**config.mk**
```make
export PLATFORM = sky130hd
export DESIGN_NAME = seq_divider
export DESIGN_NICKNAME = d
export VERILOG_FILES = /design/src/rtl/div_pkg.sv /design/src/rtl/adder_subtractor.sv /design/src/rtl/seq_divider.sv
export SDC_FILE = /design/constraint.sdc
export NUM_CORES = 1
export LEC_CHECK = 0
export BUFFER_PORTS_ARGS = -buffer_cell sky130_fd_sc_hd__buf_2
export CORE_AREA = 2 2 77 79
export CTS_CLUSTER_DIAMETER = 50
export DETAILED_ROUTE_END_ITERATION = 16
export DIE_AREA = 0 0 79 81
export GPL_TIMING_DRIVEN = 0
export HOLD_SLACK_MARGIN = 0.03
export PLACE_DENSITY = 0.77
export SETUP_SLACK_MARGIN = 0.1
export SLEW_MARGIN = 30
export SYNTH_ARGS = -nofsm -noshare
export SYNTH_HDL_FRONTEND = slang
export SYNTH_HIERARCHICAL = 1
export SYNTH_SLANG_ARGS = --single-unit
```
**constraint.sdc**
```tcl
create_clock -name clk -period 2.19 [get_ports clk]
set_input_delay 0.438 -clock clk [delete_from_list [all_inputs] [get_ports clk]]
set_output_delay 0.438 -clock clk [all_outputs]
set_load 0.05 [all_outputs]
```
**src/rtl/div_pkg.sv**
```systemverilog
// Shared definitions for the sequential divider: FSM state encoding and
// the iteration-counter width helper.
package div_pkg;

  typedef enum logic [1:0] {
    S_IDLE = 2'd0,
    S_RUN  = 2'd1,
    S_DONE = 2'd2
  } state_e;

  function automatic int cnt_width(input int n);
    return $clog2(n + 1);
  endfunction

endpackage

```
**src/rtl/adder_subtractor.sv**
```systemverilog
// N-bit adder/subtractor: y = a + b (sub=0) or a - b (sub=1).
// carry_out is the unsigned carry (no borrow when subtracting); overflow is the signed overflow.
module adder_subtractor #(
  parameter int N = 8
) (
  input  logic [N-1:0] a,
  input  logic [N-1:0] b,
  input  logic         sub,
  output logic [N-1:0] y,
  output logic         carry_out,
  output logic         overflow
);

  logic [N-1:0] b_eff;
  logic [N:0]   sum;

  assign b_eff     = b ^ {N{sub}};
  assign sum       = {1'b0, a} + {1'b0, b_eff} + {{N{1'b0}}, sub};
  assign y         = sum[N-1:0];
  assign carry_out = sum[N];
  assign overflow  = (a[N-1] == b_eff[N-1]) && (y[N-1] != a[N-1]);

endmodule

```
**src/rtl/seq_divider.sv**
```systemverilog
// Unsigned restoring divider, one quotient bit per clock, with start/busy/done
// handshake. Results and div_by_zero are registered and held between completions.
module seq_divider
  import div_pkg::*;
#(
  parameter int N = 8
) (
  input  logic         clk,
  input  logic         rst_n,
  input  logic         start,
  input  logic [N-1:0] dividend,
  input  logic [N-1:0] divisor,
  output logic         busy,
  output logic         done,
  output logic [N-1:0] quotient,
  output logic [N-1:0] remainder,
  output logic         div_by_zero
);

  localparam int CW = cnt_width(N);

  state_e        state_q;
  logic [CW-1:0] cnt_q;
  logic [N-1:0]  q_q;
  logic [N-1:0]  d_q;
  logic [N-1:0]  r_q;
  logic          dbz_q;

  logic [N:0]    shifted_d;
  logic [N:0]    diff_d;
  logic          no_borrow_d;
  logic          ovf_unused;
  logic          diff_msb_unused;

  assign shifted_d = {r_q, q_q[N-1]};

  adder_subtractor #(.N(N + 1)) u_trial (
    .a         (shifted_d),
    .b         ({1'b0, d_q}),
    .sub       (1'b1),
    .y         (diff_d),
    .carry_out (no_borrow_d),
    .overflow  (ovf_unused)
  );

  // A successful trial leaves a difference below d, so its top bit is always 0.
  assign diff_msb_unused = diff_d[N];

  always_ff @(posedge clk) begin
    if (!rst_n) begin
      state_q     <= S_IDLE;
      cnt_q       <= '0;
      busy        <= 1'b0;
      done        <= 1'b0;
      quotient    <= '0;
      remainder   <= '0;
      div_by_zero <= 1'b0;
      dbz_q       <= 1'b0;
    end else begin
      done <= 1'b0;
      unique case (state_q)
        S_IDLE: begin
          if (start) begin
            q_q   <= dividend;
            d_q   <= divisor;
            r_q   <= '0;
            cnt_q <= CW'(N);
            if (divisor == '0) begin
              dbz_q   <= 1'b1;
              state_q <= S_DONE;
            end else begin
              dbz_q   <= 1'b0;
              busy    <= 1'b1;
              state_q <= S_RUN;
            end
          end
        end
        S_RUN: begin
          if (no_borrow_d) begin
            r_q <= diff_d[N-1:0];
            q_q <= {q_q[N-2:0], 1'b1};
          end else begin
            r_q <= shifted_d[N-1:0];
            q_q <= {q_q[N-2:0], 1'b0};
          end
          cnt_q <= cnt_q - CW'(1);
          if (cnt_q == CW'(1)) begin
            busy    <= 1'b0;
            state_q <= S_DONE;
          end
        end
        S_DONE: begin
          // On divide-by-zero no iterations ran, so q_q still holds the dividend.
          done        <= 1'b1;
          quotient    <= dbz_q ? '1 : q_q;
          remainder   <= dbz_q ? q_q : r_q;
          div_by_zero <= dbz_q;
          state_q     <= S_IDLE;
        end
        default: begin
          busy    <= 1'b0;
          state_q <= S_IDLE;
        end
      endcase
    end
  end

endmodule

```
==> results.md <==
- Slew @ Worst Pin: 0.8025 ns
- Drt initial violations: 122
- Commonest cells after routing, fill and taps aside: buf_2 (42), nand2_1 (33), dfxtp_1 (26)
- Fin nets: 341
- Metal-1 WL: 2515 um
- Instance count of the mapped netlist: 256
- First-pass GRT wire length: 9377 um
- # DRC: 0
- Clock sink total: 50
- Worst r2r dst: r_q[7]
- Drt via density: 5.316
- Layout cells sized above 1: 34.41%
- WL met2: slightly below 3000 um
- Worst EP required: 2.36 ns
- Max Slew Vio Count: 0
- Max Cap Viol: 0
- Peak VDD IR: between 0.0004 and 0.0005 V
- Top sig layer: met4
- Cell family with most CP delay: compound AO/OA/AOI/OAI gates
- Skew final: about 0.014 ns
- Routed len/inst: 14.96 um
- Final GP Congestion: 0.8124
- Slowest CP cell: edfxtp_1
- Final wirelength: roughly 5800 um
- Post-synthesis area per instance: 10.61 um2
- Final min period: 2.196 ns
- Final worst-path cycle share: 100.3%
- Met3 routed WL: 245 um
- Ant. Diodes: 0
- Min-delay src: divisor[1]
- Standard-cell rows: 28
- Yosys warns: 6
- Port bufs: 37
- Setup TNS: -0.005848 ns
- FF-to-FF Start: d_q[2]
- Failing checks: negative setup slack
- Hold crit path type: in2reg
- Cells on worst reg2reg path: 9
- Worst R2R Setup Slack: -0.006 ns
- Die width: 79 um
- CP cell instances: xor2_1 -> ha_1 -> and2_4 -> a211o_1 -> buf_4 -> a2111oi_4 -> or3b_1 -> mux2i_1 -> nor2_1
- Clk_lat worst skew: between 0.3 and 0.4 ns
- IO Pins: 38
- DP Cell Count: 368
- Max_slew headroom: 46.32%
- Hold Path End: d_q[1]
- Synthesized area: 2716 um2
- Grt total ovfl: 0
- Core ar.: ~5700 um2
- Max stage delay on crit path: 0.39 ns
- CTS tree: done
- CTS root buffer: clkbuf_8
- Setup WS pre-CTS: -0.05445 ns
- Clock-pin slew on the worst setup and hold paths: 0.09 ns
- Cell depth of the worst min-delay path: 1
- Critical path endpoint category: flop
- Worst Path Buf+Inv: 1
- Status: complete, but fails checks
- RSZ-0062 raised after global routing: yes
- Pre-Repair DR Iteration Count: 4
- Via Count: 2052
- Post-route worst setup slack: -0.005848 ns
- Gr usage total: 18.95%
- Inserted Clock Buffers: 5
- Critical path depth in cells: 9
- Design area: 3206 um2
- Crit path max fanout: 4
- Final hold viol count: 0
- Starting Density: 47.86%
- Vias in the first global route: between 2000 and 2500
- Initial antenna violation count: 0
- LEAKAGE: 0.001321 uW
- Setup CP Type: reg2reg
- Die Y: ~80 um
- Final Non-Filler Cells: 386
- Crit start category: flop
- Post-DP HPWL: around 4000 um
- Post-route ant nets: 0
- Commonest non-fill, non-tap cell in the layout: buf_2
- Largest net degree at the start of global routing: 17
- Dpl cell area: around 3000 um2
- Crit path DAT: approximately 2.4 ns
- Setup Viol. Count Final: 1
- F_max: 455.4 MHz
- Die footprint: between 6000 and 7000 um2
- H-tree Lvls: 2
- Synth-to-layout area growth: 18.01%
- Syn Nets: 287
- Pwr Density: slightly above 700 nW/um2
- CTS max path bufs: 2
state kept, by name, summed over array words and instances (netlist names), 2 cells and up:
name / count
remainder: 8
cnt_q: 4
state_q: 2
r_q: 8
q_q: 8
quotient: 8
d_q: 8
worst max-delay path by stage:
| stage | slack (ns) | startpoint | end |
|---|---|---|---|
| detailed placement | -0.05 | d_q[1] | r_q[3] |
| finish | -0.006 | d_q[2] | r_q[7] |
| floorplan | 0.08 | d_q[1] | r_q[7] |
| global route | -0.14 | d_q[2] | r_q[7] |
| CTS | 0.01 | d_q[2] | r_q[2] |
| global placement | -0.10 | rst_n | r_q[7] |
metrics by stage:
step	utilization [%]	total power, uW	hold slack, ns
4_1_cts	56.13	2240	0.3162
3_3_place_gp	53.09	1652	0.4833
6_report	56.48	2257	0.3225
5_1_grt	56.48	2368	0.3164
2_1_floorplan	-	1547	0.4722
3_5_place_dp	53.20	1668	0.4909
power breakdown:
part | total [uW] | leakage (uW) | switching, uW | internal (uW)
sequential | 1100 | 0.000440 | 47.0 | 1060
combinational | 615 | 0.000836 | 338 | 277
clock | 539 | 0.0000452 | 313 | 226
total | 2260 | 0.00132 | 698 | 1560
cell type report:
class | instances | area [um2]
fill | 517 | 2470
multi-input combinational | 183 | 1360
sequential | 50 | 1241
timing repair buffer | 47 | 260.3
buffer | 17 | 141.4
tap | 75 | 93.84
clock buffer | 6 | 72.57
inverter | 6 | 22.52
clock inverter | 2 | 13.76
repair_timing:
item	in CTS	in global routing
setup endpoints to repair	9	9
hold buffers	0	0
gates cloned	1	0
gates resized for setup	2	2
pin swaps	5	0
endpoints found under the hold margin	0	0
setup buffers	8	1
layer usage:
layer / global-route usage, % / vias up
li1: - / 998
met1: 23.32 / 1004
met2: 34.58 / 43
met3: 3.667 / 7
met4: 4.138 / 0
met5: 0 / -
Note: power is estimated with default switching activity, not from simulation.
